## src/rtl/score_history_reader_pkg.sv

```systemverilog
// Shared widths, score register range, FSM states and the double-dabble adjust step.
package score_history_reader_pkg;

    localparam int unsigned DATA_W      = 13;
    localparam int unsigned ADDR_W      = 3;
    localparam int unsigned BCD_DIGITS  = 4;
    localparam int unsigned BCD_W       = 4 * BCD_DIGITS;
    localparam int unsigned SCORE_FIRST = 1;
    localparam int unsigned SCORE_LAST  = (1 << ADDR_W) - 1;
    localparam int unsigned CNT_W       = $clog2(DATA_W + 1);

    typedef enum logic [2:0] {
        ST_IDLE      = 3'd0,
        ST_SCAN      = 3'd1,
        ST_CONV_BEST = 3'd2,
        ST_SHOW_RD   = 3'd3,
        ST_CONV_SHOW = 3'd4,
        ST_READY     = 3'd5
    } state_t;

    // Add 3 to every BCD digit that is 5 or more, ahead of the left shift.
    function automatic logic [BCD_W-1:0] dabble_adjust(input logic [BCD_W-1:0] bcd);
        logic [BCD_W-1:0] res;
        res = bcd;
        for (int d = 0; d < int'(BCD_DIGITS); d++) begin
            if (bcd[4*d +: 4] >= 4'd5) begin
                res[4*d +: 4] = bcd[4*d +: 4] + 4'd3;
            end
        end
        return res;
    endfunction

endpackage

```

## src/rtl/score_history_reader_bcd.sv

```systemverilog
// Sequential binary-to-BCD converter: one double-dabble iteration per cycle.
// The first iteration happens on the Go edge itself, so a conversion
// completes DATA_W edges after Go and Done pulses in the cycle that follows.
module bin_to_bcd_seq
    import score_history_reader_pkg::*;
(
    input  logic              Clock,
    input  logic              Reset,
    input  logic              Go,
    input  logic [DATA_W-1:0] Bin,
    output logic [BCD_W-1:0]  Bcd,
    output logic              Done
);

    logic [DATA_W-1:0] bin_sr;
    logic [CNT_W-1:0]  iter;
    logic              running;
    logic [BCD_W-1:0]  bcd_adj;

    assign bcd_adj = dabble_adjust(Bcd);

    // Load on Go (first iteration on all-zero digits), then adjust-and-shift per cycle.
    always_ff @(posedge Clock) begin
        if (Reset) begin
            bin_sr  <= '0;
            iter    <= '0;
            running <= 1'b0;
            Bcd     <= '0;
            Done    <= 1'b0;
        end else begin
            Done <= 1'b0;
            if (Go) begin
                Bcd     <= {{(BCD_W-1){1'b0}}, Bin[DATA_W-1]};
                bin_sr  <= {Bin[DATA_W-2:0], 1'b0};
                iter    <= CNT_W'(1);
                running <= 1'b1;
            end else if (running) begin
                Bcd    <= {bcd_adj[BCD_W-2:0], bin_sr[DATA_W-1]};
                bin_sr <= {bin_sr[DATA_W-2:0], 1'b0};
                iter   <= iter + CNT_W'(1);
                if (iter == CNT_W'(DATA_W - 1)) begin
                    running <= 1'b0;
                    Done    <= 1'b1;
                end
            end
        end
    end

endmodule

```

## src/rtl/score_history_reader.sv

```systemverilog
// Scans stored reaction scores for the minimum and converts the best and the
// selected entry to BCD for the seven-segment decoders.
module score_history_reader
    import score_history_reader_pkg::*;
(
    input  logic              Clock,
    input  logic              Reset,
    input  logic              Start,
    input  logic              Next,
    input  logic [DATA_W-1:0] RunCount,
    output logic [ADDR_W-1:0] ReadAddr,
    input  logic [DATA_W-1:0] ReadData,
    output logic [DATA_W-1:0] BestScore,
    output logic [ADDR_W-1:0] BestIndex,
    output logic [BCD_W-1:0]  BestBcd,
    output logic [ADDR_W-1:0] ShownIndex,
    output logic [BCD_W-1:0]  ShownBcd,
    output logic              Busy,
    output logic              Valid,
    output logic              Empty
);

    state_t            state;
    logic [ADDR_W-1:0] idx;
    logic [ADDR_W-1:0] n_reg;
    logic [DATA_W-1:0] best_val;
    logic [ADDR_W-1:0] best_idx;

    logic [ADDR_W-1:0] n_c;
    logic              take_c;
    logic [DATA_W-1:0] best_next_c;
    logic [ADDR_W-1:0] best_idx_next_c;
    logic              scan_last_c;
    logic [ADDR_W-1:0] shown_next_c;
    logic              conv_go_c;
    logic [DATA_W-1:0] conv_bin_c;
    logic [BCD_W-1:0]  conv_bcd;
    logic              conv_done;

    // Entry count clamps to the number of score registers.
    assign n_c = (RunCount > DATA_W'(SCORE_LAST)) ? ADDR_W'(SCORE_LAST) : RunCount[ADDR_W-1:0];

    // First entry always loads; strict less-than keeps the lower index on ties.
    assign take_c          = (idx == ADDR_W'(SCORE_FIRST)) || (ReadData < best_val);
    assign best_next_c     = take_c ? ReadData : best_val;
    assign best_idx_next_c = take_c ? idx : best_idx;
    assign scan_last_c     = (idx == n_reg);
    assign shown_next_c    = (ShownIndex == n_reg) ? ADDR_W'(SCORE_FIRST)
                                                   : ShownIndex + ADDR_W'(1);

    // Converter starts on the final scan edge (with the final best) and on the SHOW_RD edge.
    assign conv_go_c  = ((state == ST_SCAN) && scan_last_c) || (state == ST_SHOW_RD);
    assign conv_bin_c = (state == ST_SCAN) ? best_next_c : ReadData;

    bin_to_bcd_seq u_bcd (
        .Clock (Clock),
        .Reset (Reset),
        .Go    (conv_go_c),
        .Bin   (conv_bin_c),
        .Bcd   (conv_bcd),
        .Done  (conv_done)
    );

    // Control FSM with index counter, best-compare registers and registered outputs.
    always_ff @(posedge Clock) begin
        if (Reset) begin
            state      <= ST_IDLE;
            idx        <= '0;
            n_reg      <= '0;
            best_val   <= '0;
            best_idx   <= '0;
            ReadAddr   <= '0;
            BestScore  <= '0;
            BestIndex  <= '0;
            BestBcd    <= '0;
            ShownIndex <= '0;
            ShownBcd   <= '0;
            Busy       <= 1'b0;
            Valid      <= 1'b0;
            Empty      <= 1'b0;
        end else begin
            case (state)
                ST_IDLE, ST_READY: begin
                    if (Start) begin
                        n_reg <= n_c;
                        Valid <= 1'b0;
                        if (n_c == '0) begin
                            state      <= ST_READY;
                            Empty      <= 1'b1;
                            Busy       <= 1'b0;
                            ReadAddr   <= '0;
                            BestScore  <= '0;
                            BestIndex  <= '0;
                            BestBcd    <= '0;
                            ShownIndex <= '0;
                            ShownBcd   <= '0;
                        end else begin
                            state    <= ST_SCAN;
                            Empty    <= 1'b0;
                            Busy     <= 1'b1;
                            idx      <= ADDR_W'(SCORE_FIRST);
                            ReadAddr <= ADDR_W'(SCORE_FIRST);
                        end
                    end else if (state == ST_READY) begin
                        Valid <= 1'b1;
                        if (Next && !Empty) begin
                            ShownIndex <= shown_next_c;
                            ReadAddr   <= shown_next_c;
                            Valid      <= 1'b0;
                            Busy       <= 1'b1;
                            state      <= ST_SHOW_RD;
                        end
                    end
                end
                ST_SCAN: begin
                    best_val <= best_next_c;
                    best_idx <= best_idx_next_c;
                    if (scan_last_c) begin
                        BestScore <= best_next_c;
                        BestIndex <= best_idx_next_c;
                        state     <= ST_CONV_BEST;
                    end else begin
                        idx      <= idx + ADDR_W'(1);
                        ReadAddr <= idx + ADDR_W'(1);
                    end
                end
                ST_CONV_BEST: begin
                    if (conv_done) begin
                        BestBcd    <= conv_bcd;
                        ShownIndex <= ADDR_W'(SCORE_FIRST);
                        ReadAddr   <= ADDR_W'(SCORE_FIRST);
                        state      <= ST_SHOW_RD;
                    end
                end
                ST_SHOW_RD: begin
                    state <= ST_CONV_SHOW;
                end
                ST_CONV_SHOW: begin
                    if (conv_done) begin
                        ShownBcd <= conv_bcd;
                        Valid    <= 1'b1;
                        Busy     <= 1'b0;
                        state    <= ST_READY;
                    end
                end
                default: begin
                    state <= ST_IDLE;
                end
            endcase
        end
    end

endmodule
```

## config.mk

```make
export PLATFORM = sky130hd
export DESIGN_NAME = score_history_reader
export DESIGN_NICKNAME = d
export VERILOG_FILES = /design/src/rtl/score_history_reader_pkg.sv /design/src/rtl/score_history_reader_bcd.sv /design/src/rtl/score_history_reader.sv
export SDC_FILE = /design/constraint.sdc
export NUM_CORES = 1
export LEC_CHECK = 0
export CORE_MARGIN = 2
export CORE_UTILIZATION = 50
export CTS_BUF_LIST = sky130_fd_sc_hd__clkbuf_8
export DETAILED_ROUTE_END_ITERATION = 12
export DONT_BUFFER_PORTS = 1
export GPL_ROUTABILITY_DRIVEN = 1
export GPL_TIMING_DRIVEN = 0
export HOLD_SLACK_MARGIN = 0.03
export PLACE_DENSITY_LB_ADDON = 0.1
export SYNTH_ARGS = -nofsm -noshare
export SYNTH_HDL_FRONTEND = slang
export SYNTH_SLANG_ARGS = --single-unit
```

## constraint.sdc

```tcl
create_clock -name Clock -period 2.65 [get_ports Clock]
set_input_delay 0.795 -clock Clock [delete_from_list [all_inputs] [get_ports Clock]]
set_output_delay 0.795 -clock Clock [all_outputs]
set_load 0.03 [all_outputs]
```

==> results by group <==
Outcome
  – Status: complete, no violations

Synth
  – Synth top area share: 0.418
  – Net Count, Synth: between 600 and 700
  – Yosys warnings: 0
  – FFs w/ async S/R, synth: 0
  – Area of the mapped netlist: 5560 sq um
  – Post-synthesis instance total: around 640
  – Post-synth EDFFs: 0
  – Sequential area share after synthesis: 0.418
  – Seq cells post-synth: about 120
  – Post-Syn Area per Cell: a little under 9 sq um
  – Synth unique cells: 57
  – Most used DFF post-synth: dfxtp_1
  – Most area-consuming cells after synthesis: dfxtp_1, mux2i_1, ha_1, nor2_1, a21oi_1
  – Yosys top cell by area: dfxtp_1

Power
  – Power per Cell Area: between 900 and 1000 nW/um^2
  – Tot Pwr: 5.90 mW
  – Sw Share: 0.392
  – Leak: about 2.3 nW
  – Flop pwr share: 0.380
  – Max IR drop VDD: roughly 440 uV
  – Combinational power share: 0.336
  – Clock group share of total power: 0.284
  – Int Power: approximately 3.6 mW
  – Switching pwr: 2.31 mW

Clocking
  – Clock slew at reported path FFs: around 0.080 ns
  – H-tree depth: 4
  – CTS buffer count: 17
  – CTS resizes: 0
  – Post-CTS Hold Buffers: 0
  – Clk_lat worst skew: between 0.4 and 0.5 ns
  – CTS tree: built
  – Postcts setup bufs: 0
  – Clk sinks: about 120
  – Root buf cell: clkbuf_8
  – Clock buffer depth: 2

Critical path
  – CP Capture Type: flop
  – Max stage delay cell, worst path: dfxtp_1
  – WP data arrival: between 2 and 3 ns
  – Worst setup path class: flop to flop
  – CP cell instances: inv_1 > ha_1 > nand4_1 > nor2_1 > nand2_1 > o21ai_4 > buf_4 > mux2i_1 > o22ai_1
  – CP max stage delay: 0.35 ns
  – Worst-path fanout max: 10
  – Startpoint types: flop
  – Worst EP required: approximately 2.9 ns

GRT
  – Initial antenna violation count: 0
  – GR Overflow Total: 0
  – Number of global-route vias before repair: 4491
  – Pin count of the biggest net entering global routing: 17
  – First-pass GRT wire length: 22.5 mm
  – Gr usage total: 0.244

Layout
  – Layout net count: 712
  – FF+latch area: around 2300 sq um
  – Fin area: between 6000 and 7000 sq um
  – Area of the multi-input gates: approximately 3000 sq um
  – Ant. Diodes: 0
  – Synth-to-layout area growth: 10.9%
  – Final cell count without fillers: 810
  – Final core area utilization: 0.569
  – Share of layout cells above drive strength 1: 0.0910
  – Largest registers: BestBcd: 16 flops, ShownBcd: 16 flops, u_bcd.Bcd: 16 flops
  – Fillers: around 1000

Placement
  – Gp weighted congestion: about 0.86
  – DP Area: roughly 5700 sq um
  – Placed cells: between 700 and 800
  – DP HPWL: 10.2 mm
  – IO Port Bufs: 0

Routing
  – Via count: about 4700
  – Via density: around 5.8
  – Remaining antenna violation count: 0
  – Final wirelength: ~14 mm
  – Drt wl/cell: ~17 um
  – DRC errors left: 0
  – Initial DRC count: roughly 250
  – TritonRoute pass-1 iters: 4

Die
  – Std-Cell Rows: 38
  – Die H: about 110 um
  – Die width: about 110 um
  – Core area: around 11000 sq um
  – Die area: between 10000 and 15000 sq um
  – IO Pins: 87
  – Initial Util: 0.513

Timing
  – Max-slew violations: 0
  – Period utilization: 0.930
  – Fmax: between 0.4 and 0.5 GHz
  – Setup Total Neg Slack: 0 ns
  – Tmin final: around 2.5 ns
  – Final Hold Viols: 0
  – Clock Skew: between 0.01 and 0.015 ns
  – Unrepaired setup endpoints after global routing: no
  – Final setup violation count: 0
  – Slew headroom: 0.510
  – Worst Tran Pin Value: between 0.7 and 0.8 ns

Job
  – Max-capacitance violation count: 0

Min path
  – Worst min-delay path category: flop to flop
## placed cells by master, fill, tap and decap left out, types with 3 or more instances in the layout
master	synthesis	final
a22oi_1	17	17
nand2_1	40	40
and3_1	3	3
nor2b_1	6	6
nand2b_1	10	10
mux2i_1	38	38
and2_1	12	12
clkinvlp_4	0	6
o21ai_1	28	28
a31oi_1	13	13
a22o_1	16	16
nor3b_1	5	5
a21oi_1	44	44
o211ai_1	3	3
o221a_2	3	3
dfxtp_1	116	116
buf_2	9	7
clkbuf_1	24	23
inv_1	29	29
xor2_1	7	7
nand3_1	12	12
clkinv_4	0	4
nand4_1	8	8
nor2_1	78	78
o21ai_0	20	20
ha_1	25	25
o22ai_1	12	12
nor3_1	6	6
nor4_2	3	3
clkbuf_8	0	19
xnor2_1	12	12
## metrics by stage
step / hold WS, ns / setup WS (ns)
final: 0.496 / 0.186
after global routing: 0.493 / 0.0406
after CTS: 0.496 / 0.0107
after detailed placement: 0.484 / -0.369
after global placement: 0.474 / -0.353
after floorplan: 0.458 / 0.128
## synthesized netlist by cell type (3+ instances only)
cell type    n
nor2_1      78
xnor2_1     12
o22ai_1     12
o21ai_1     28
and2_1      12
ha_1        25
nor2b_1      6
and3_1       3
nand4_1      8
o21ai_0     20
nand2_1     40
clkbuf_1    24
mux2i_1     38
dfxtp_1    116
nand2b_1    10
a21oi_1     44
nor3b_1      5
inv_1       29
o221a_2      3
xor2_1       7
a22oi_1     17
a22o_1      16
nor3_1       6
nand3_1     12
a31oi_1     13
nor4_2       3
buf_2        9
o211ai_1     3
## routing by layer
metal / global-route usage / part of all wire / up-vias / wire, um
met2: 0.394 / 0.46 / 128 / 6430
met5: 0 / 0 / - / 0
li1: - / - / 2319 / -
met4: 0.0714 / 0.014 / 0 / 188
met3: 0.0670 / 0.054 / 13 / 752
met1: 0.319 / 0.47 / 2224 / 6550
## critical path: cells and delay by family (launching register included)
kind	cells	cell delay (ns)
AO/OA/AOI/OAI	2	0.43
adder cells (fa/ha/maj)	1	0.30
buffers and inverters	2	0.34
multiplexers	1	0.34
flip-flops	1	0.35
AND/OR/NAND/NOR	3	0.55
## worst paths after layout
path,from,depth (start not counted),slack [ns],to
max reg2reg,best_val[12],9,0.19,u_bcd.Bcd[0]
min reg2reg,u_bcd.Bcd[15],2,0.50,u_bcd.Bcd[15]
max,best_val[12],9,0.19,u_bcd.Bcd[0]
min,u_bcd.Bcd[15],2,0.50,u_bcd.Bcd[15]
## area by class of cell
class,count,area share
plain buffers,36,0.0260
clock buffers,19,0.0424
well taps,140,0.0284
multi-input cells,455,0.483
clock inverters,13,0.0244
flip-flops and latches,116,0.377
inverters,31,0.0195
## logic make-up after synthesis
kind of cell | Yosys count | synth area share
buf+inv | 67 | 0.0486
mux | 39 | 0.0704
compound gates | 178 | 0.207
simple gates | 194 | 0.170
flops | 116 | 0.418
xor+xnor | 19 | 0.0299
fa+ha+maj | 25 | 0.0563
## power groups by stage
stage	combinational, mW	sequential, mW	clock, mW
final	1.98	2.24	1.68
after global placement	1.89	2.27	0
after floorplan	1.51	2.23	0
after global routing	2.19	2.27	1.79
after CTS	1.95	2.24	1.70
after detailed placement	1.93	2.28	0
(Power assumes the default switching activity.)
